===== config.mk =====
export PLATFORM = sky130hd
export DESIGN_NAME = stream_uart_rx
export DESIGN_NICKNAME = d
export VERILOG_FILES = /design/src/rtl/stream_uart_pkg.sv /design/src/rtl/stream_uart_rx_fifo.sv /design/src/rtl/stream_uart_rx.sv
export SDC_FILE = /design/constraint.sdc
export NUM_CORES = 1
export LEC_CHECK = 0
export CAP_MARGIN = 5
export CELL_PAD_IN_SITES_DETAIL_PLACEMENT = 0
export CELL_PAD_IN_SITES_GLOBAL_PLACEMENT = 1
export CORE_MARGIN = 2
export CORE_UTILIZATION = 30
export CTS_CLUSTER_DIAMETER = 100
export DETAILED_ROUTE_END_ITERATION = 7
export GPL_TIMING_DRIVEN = 0
export PLACE_DENSITY_LB_ADDON = 0.1
export SYNTH_ARGS = -nofsm -noshare
export SYNTH_HDL_FRONTEND = slang
export SYNTH_HIERARCHICAL = 1
export SYNTH_SLANG_ARGS = --single-unit

===== constraint.sdc =====
create_clock -name i_clk -period 4 [get_ports i_clk]
set_clock_uncertainty 0.15 [all_clocks]
set_input_delay 1 -clock i_clk [delete_from_list [all_inputs] [get_ports i_clk]]
set_output_delay 1 -clock i_clk [all_outputs]
set_load 0.02 [all_outputs]

===== src/rtl/stream_uart_pkg.sv =====
// Shared definitions for the stream UART receive path: FSM encodings,
// baud-rate arithmetic, the end-of-line marker and the FIFO beat layout.
package stream_uart_pkg;

    typedef enum logic [2:0] {
        ST_IDLE,
        ST_START,
        ST_DATA,
        ST_STOP,
        ST_WAIT_HIGH
    } rx_state_e;

    localparam logic [7:0] EOL = 8'h0A;

    typedef struct packed {
        logic       last;
        logic [7:0] data;
    } rx_beat_t;

    // Smallest width able to index v values; never less than 1.
    function automatic int unsigned clog2(input int unsigned v);
        int unsigned r;
        r = 0;
        for (int unsigned i = 0; i < 32; i++) begin
            if ((64'd1 << i) < 64'(v)) r = i + 1;
        end
        return (r == 0) ? 1 : r;
    endfunction

    function automatic int unsigned clks_per_bit(input int unsigned clk_freq,
                                                 input int unsigned baud);
        return (clk_freq + baud / 2) / baud;
    endfunction

endpackage


===== src/rtl/stream_uart_rx_fifo.sv =====
// Synchronous first-word-fall-through FIFO with a registered head word.
// Simultaneous push and pop are both honoured, including when full.
module stream_uart_rx_fifo
    import stream_uart_pkg::*;
#(
    parameter int unsigned WIDTH = 9,
    parameter int unsigned DEPTH = 4
) (
    input  logic             clk,
    input  logic             rst_n,
    input  logic             push,
    input  logic [WIDTH-1:0] din,
    input  logic             pop,
    output logic [WIDTH-1:0] dout,
    output logic             valid,
    output logic             full_c
);

    localparam int unsigned AW = clog2(DEPTH);
    localparam int unsigned PW = AW + 1;

    logic [WIDTH-1:0] mem [DEPTH];
    logic [PW-1:0]    rd_q, wr_q, rd_d, wr_d;
    logic             empty, do_push, do_pop, valid_d;
    logic [WIDTH-1:0] dout_d;

    assign empty  = (rd_q == wr_q);
    assign full_c = (rd_q[AW] != wr_q[AW]) && (rd_q[AW-1:0] == wr_q[AW-1:0]);

    // Next pointers and next head word; a push into an emptying FIFO bypasses to the head.
    always_comb begin
        do_pop  = pop && !empty;
        do_push = push && (!full_c || do_pop);
        rd_d    = rd_q + PW'(do_pop);
        wr_d    = wr_q + PW'(do_push);
        valid_d = (rd_d != wr_d);
        dout_d  = dout;
        if (valid_d) begin
            if (do_push && (rd_d[AW-1:0] == wr_q[AW-1:0])) dout_d = din;
            else                                           dout_d = mem[rd_d[AW-1:0]];
        end
    end

    always_ff @(posedge clk) begin
        if (do_push) mem[wr_q[AW-1:0]] <= din;
    end

    always_ff @(posedge clk or negedge rst_n) begin
        if (!rst_n) begin
            rd_q  <= '0;
            wr_q  <= '0;
            dout  <= '0;
            valid <= 1'b0;
        end else begin
            rd_q  <= rd_d;
            wr_q  <= wr_d;
            dout  <= dout_d;
            valid <= valid_d;
        end
    end

endmodule


===== src/rtl/stream_uart_rx.sv =====
// 8N1 UART receiver feeding a byte stream with end-of-line tlast marking,
// buffered by a small FWFT FIFO; reports framing errors and overruns.
module stream_uart_rx
    import stream_uart_pkg::*;
#(
    parameter int unsigned CLK_FREQ = 16000000,
    parameter int unsigned BAUD     = 57600,
    parameter int unsigned DEPTH    = 4
) (
    input  logic       i_clk,
    input  logic       i_rst_n,
    input  logic       i_uart_rx,
    output logic [7:0] o_tdata,
    output logic       o_tlast,
    output logic       o_tvalid,
    input  logic       i_tready,
    output logic       o_frame_err,
    output logic       o_overrun
);

    localparam int unsigned CPB = clks_per_bit(CLK_FREQ, BAUD);
    localparam int unsigned CW  = clog2(CPB);
    localparam logic [CW-1:0] HALF_LOAD = CW'(CPB / 2 - 1);
    localparam logic [CW-1:0] FULL_LOAD = CW'(CPB - 1);

    logic [1:0]    sync_q;
    logic          rxs;
    rx_state_e     state_q, state_d;
    logic [CW-1:0] cnt_q, cnt_d;
    logic [2:0]    idx_q, idx_d;
    logic [7:0]    sh_q, sh_d;
    logic          push_c, frame_err_c, overrun_c, pop_c, full_c;
    rx_beat_t      beat_c, head;

    assign rxs    = sync_q[1];
    assign pop_c  = o_tvalid && i_tready;
    assign beat_c = '{last: (sh_q == EOL), data: sh_q};

    always_ff @(posedge i_clk or negedge i_rst_n) begin
        if (!i_rst_n) begin
            sync_q      <= 2'b11;
            state_q     <= ST_IDLE;
            cnt_q       <= '0;
            idx_q       <= '0;
            sh_q        <= '0;
            o_frame_err <= 1'b0;
            o_overrun   <= 1'b0;
        end else begin
            sync_q      <= {sync_q[0], i_uart_rx};
            state_q     <= state_d;
            cnt_q       <= cnt_d;
            idx_q       <= idx_d;
            sh_q        <= sh_d;
            o_frame_err <= frame_err_c;
            o_overrun   <= overrun_c;
        end
    end

    // Frame sequencing: every sample point is where the baud counter reaches zero.
    always_comb begin
        state_d     = state_q;
        cnt_d       = cnt_q;
        idx_d       = idx_q;
        sh_d        = sh_q;
        push_c      = 1'b0;
        frame_err_c = 1'b0;
        overrun_c   = 1'b0;
        unique case (state_q)
            ST_IDLE: begin
                if (!rxs) begin
                    cnt_d   = HALF_LOAD;
                    state_d = ST_START;
                end
            end
            ST_START: begin
                if (cnt_q != '0) begin
                    cnt_d = cnt_q - CW'(1);
                end else if (!rxs) begin
                    cnt_d   = FULL_LOAD;
                    idx_d   = '0;
                    state_d = ST_DATA;
                end else begin
                    state_d = ST_IDLE;
                end
            end
            ST_DATA: begin
                if (cnt_q != '0) begin
                    cnt_d = cnt_q - CW'(1);
                end else begin
                    sh_d  = {rxs, sh_q[7:1]};
                    cnt_d = FULL_LOAD;
                    idx_d = idx_q + 3'd1;
                    if (idx_q == 3'd7) state_d = ST_STOP;
                end
            end
            ST_STOP: begin
                if (cnt_q != '0) begin
                    cnt_d = cnt_q - CW'(1);
                end else if (rxs) begin
                    if (!full_c || pop_c) push_c = 1'b1;
                    else                  overrun_c = 1'b1;
                    state_d = ST_IDLE;
                end else begin
                    frame_err_c = 1'b1;
                    state_d     = ST_WAIT_HIGH;
                end
            end
            ST_WAIT_HIGH: begin
                if (rxs) state_d = ST_IDLE;
            end
            default: state_d = ST_IDLE;
        endcase
    end

    stream_uart_rx_fifo #(
        .WIDTH ($bits(rx_beat_t)),
        .DEPTH (DEPTH)
    ) u_fifo (
        .clk    (i_clk),
        .rst_n  (i_rst_n),
        .push   (push_c),
        .din    (beat_c),
        .pop    (pop_c),
        .dout   (head),
        .valid  (o_tvalid),
        .full_c (full_c)
    );

    assign o_tdata = head.data;
    assign o_tlast = head.last;

endmodule


==> impl_metrics.env <==
export IMPL_worst_r2r_cell_count=14
export IMPL_clkSinkCount=79
export IMPL_p_comb_share_pct=0.9
export IMPL_ys_warn_count=6
export IMPL_viasPerCell=4.94
export IMPL_whs_ps=205
export IMPL_critPathTopFamily="simple AND/OR/NAND/NOR gates"
export IMPL_row_count=40
export IMPL_min_path_type="reg -> reg"
export IMPL_grt_ovfl_total=0
export IMPL_p_per_area_nw_per_um2=416
export IMPL_clk_latency_ps=340
export IMPL_netlist_area_um2=3670
export IMPL_synth_area_top_cells="edfxtp_1 (29%), dfrtp_1 (28%), mux4_2 (5.5%), ha_1 (2.7%), mux2_1 (2.2%)"
export IMPL_critPathMaxFanout=10
export IMPL_cts_buffers=9
export IMPL_grtUsageTotal_pct=13.3
export IMPL_maxCapViolCount=0
export IMPL_endpoint_kind="flip-flop"
export IMPL_grt_pass1_vias=2323
export IMPL_synth_top_cell_area_share_pct=29.5
export IMPL_remaining_drc_errors=0
export IMPL_final_common_cell="dfrtp_1"
export IMPL_die_y_um=115
export IMPL_setup_viol=0
export IMPL_nFillCells=1160
export IMPL_tns_ps=0
export IMPL_cts_tree="done"
export IMPL_hold_viol_final=0
export IMPL_dieArea_um2=13100
export IMPL_cp_num_buf_inv=3
export IMPL_wl_um=7780
export IMPL_slew_violations=0
export IMPL_fp_dieW_um=115
export IMPL_port_buffers=15
export IMPL_drive_above_1_share_pct=20.3
export IMPL_p_leak_nw=1.81
export IMPL_critPathLaunch="cnt_q[5]"
export IMPL_cp_num_cells=14
export IMPL_min_period_over_period_pct=92.8
export IMPL_syn_nets=285
export IMPL_start_util_pct=30.6
export IMPL_area_growth_syn_to_layout_pct=20.2
export IMPL_whs_endpoint="sync_q[1]"
export IMPL_synth_flop_cell="dfrtp_1"
export IMPL_mostFrequentLayoutCells="dfrtp_1 (41), edfxtp_1 (36), nor2_1 (18), nand2_1 (14), clkdlybuf4s50_1 (14)"
export IMPL_status="finished, final reports clean"
export IMPL_layout_min_cycle_time_ps=3710
export IMPL_antenna_found_initial=0
export IMPL_worstSetupPathType="reg -> reg"
export IMPL_hold_path_depth=0
export IMPL_ios=16
export IMPL_r2r_start="cnt_q[5]"
export IMPL_rr_endpoint="u_fifo/dout[3]"
export IMPL_dp_hpwl_um=5340
export IMPL_p_sw_w=0.000364
export IMPL_drtAntennaViolNets=0
export IMPL_path_cells="or4_1 > nor4_4 > nand3_2 > a21oi_2 > o41ai_4 > inv_2 > buf_4 > ha_1 > ha_1 > xor2_2 > xor2_4 > or2_1 > buf_6 > a31oi_1"
export IMPL_cp_data_required_time_ps=4070
export IMPL_syn_avg_cell_area_um2=13.4
export IMPL_clockPowerShare_pct=53.0
export IMPL_path_clk_slew_ps=70
export IMPL_critPathArrivalTime_ps=3780
export IMPL_diodes=0
export IMPL_first_pass_iters=6
export IMPL_grt_max_degree=30
export IMPL_num_nets_final=313
export IMPL_hold_buffers=0
export IMPL_grt_setup_unrepaired="false"
export IMPL_yosysSeqAreaShare_pct=58.9
export IMPL_crit_top_cell="ha_1"
export IMPL_synthCells=273
export IMPL_root_buffer="clkbuf_16"
export IMPL_place_congestion=0.687
export IMPL_p_int_w=0.00147
export IMPL_h_tree_depth=3
export IMPL_seqPwrFrac_pct=46.2
export IMPL_peakVddDrop_mv=0.192
export IMPL_avgRoutedWirePerCell_um=17.2
export IMPL_ys_ff_latch=79
export IMPL_drt_iter0_markers=96
export IMPL_final_util_pct=36.8
export IMPL_max_freq_mhz=269
export IMPL_min_from="sync_q[0]"
export IMPL_critPathLaunchType="flip-flop"
export IMPL_max_stage_delay_ps=600
export IMPL_cts_path_max_buffers=2
export IMPL_async_reset_ff_share_pct=54.4
export IMPL_regToRegSetupSlack_ps=290
export IMPL_cp_slowest_cell="or4_1"
export IMPL_worst_pin_slew_ps=921
export IMPL_synth_top_area_cell="edfxtp_1"
export IMPL_vias=2236
export IMPL_slew_headroom_pct=38.4
export IMPL_coreArea_um2=12000
export IMPL_synth_edf_count=36
export IMPL_netlist_cell_type_count=57
export IMPL_swShare_pct=19.9
export IMPL_grt_pass1_wl_um=12900
## cell type report
type | instances | area (um^2) | area share [%]
plain buffers | 11 | 81.3 | 1.85
clock buffers | 9 | 225 | 5.11
clock inverters | 7 | 126 | 2.87
inverters | 5 | 18.8 | 0.426
multi-input cells | 178 | 1440 | 32.7
flip-flops and latches | 79 | 2160 | 49.0
well taps | 147 | 184 | 4.17
repair buffers | 17 | 173 | 3.92
## repair_timing
item                                    4_1_cts  5_1_grt
pin swaps                                     1        0
buffers inserted                              1        0
resized for setup                             1        3
endpoints found under the setup margin        9       10
## worst register-to-register path, cell delays in order, from the launching register on
cell and delay [ps]:
dfrtp_1 460, or4_1 600, nor4_4 330, nand3_2 170, a21oi_2 180, o41ai_4 120
inv_2 90, buf_4 170, ha_1 170, ha_1 180, xor2_2 260, xor2_4 310
or2_1 170, buf_6 140, a31oi_1 100
## power by group through the flow
stage	Combinational (W)	Clock, W	Sequential [W]
2_1_floorplan	0.00000169	0	0.000862
3_3_place_gp	0.0000151	0	0.000863
3_5_place_dp	0.0000168	0	0.000863
4_1_cts	0.0000169	0.00100	0.000846
5_1_grt	0.0000183	0.00104	0.000846
6_report	0.0000156	0.000970	0.000846
## flip-flops by register name, indices dropped and copies added, names as in the netlist
register	flops
cnt_q	9
u_fifo/dout	9
u_fifo/rd_q	3
state_q	3
idx_q	3
o_frame_err	1
sync_q	2
sh_q	8
o_overrun	1
u_fifo/wr_q	3
u_fifo/mem	36
u_fifo/valid	1
## how the worst max path moves through the flow
stage | to | slack (ps)
global route | u_fifo/dout[3] | 80
detailed placement | u_fifo/dout[3] | -120
finish | u_fifo/dout[3] | 290
global placement | u_fifo/mem[2][2] | -250
floorplan | u_fifo/dout[7] | 550
CTS | u_fifo/dout[3] | 70
## cells in the mapped netlist, drive strengths merged, types with 2 or more instances
library cell	instances
buf	10
xor2	6
mux2	8
or2	3
a211oi	3
o22a	2
nor2	18
inv	5
or3	4
ha	8
dfstp	2
xnor2	6
o21ai	15
mux4	9
nor3	15
a31oi	10
a21o	2
edfxtp	36
nor4	4
or4	3
nor3b	2
a21oi	9
dfrtp	41
nand3	11
a21boi	3
nand2b	5
mux2i	3
nand2	16
## metal layers
metal / vias to the layer above / track usage [%] / wire length [um]
met5: - / 0 / 0
met4: 0 / 4.39 / 110
met3: 9 / 4.55 / 364
met2: 42 / 22.2 / 3870
met1: 1104 / 16.1 / 3440
li1: 1081 / - / -
## cells by family (layout without fill, tap and decap cells)
family	after synthesis	count (layout)	synth area share (%)
buffers and inverters	16	49	2.73
flip-flops	79	79	58.9
adder cells (fa/ha/maj)	9	9	3.04
AO/OA/AOI/OAI	51	51	9.86
AND/OR/NAND/NOR	86	86	13.2
multiplexers	20	20	8.81
XOR/XNOR	12	12	3.48
## stage by stage
stage	total power [W]	instances	setup WS (ps)	area [um^2]
6_report	0.00183	453	287	4410
5_1_grt	0.00190	453	78.1	4410
4_1_cts	0.00187	453	68.0	4400
3_5_place_dp	0.000879	436	-122	4030
3_3_place_gp	0.000878	435	-251	4000
2_1_floorplan	0.000864	273	545	3670
Power figures use the tool's default switching activity.
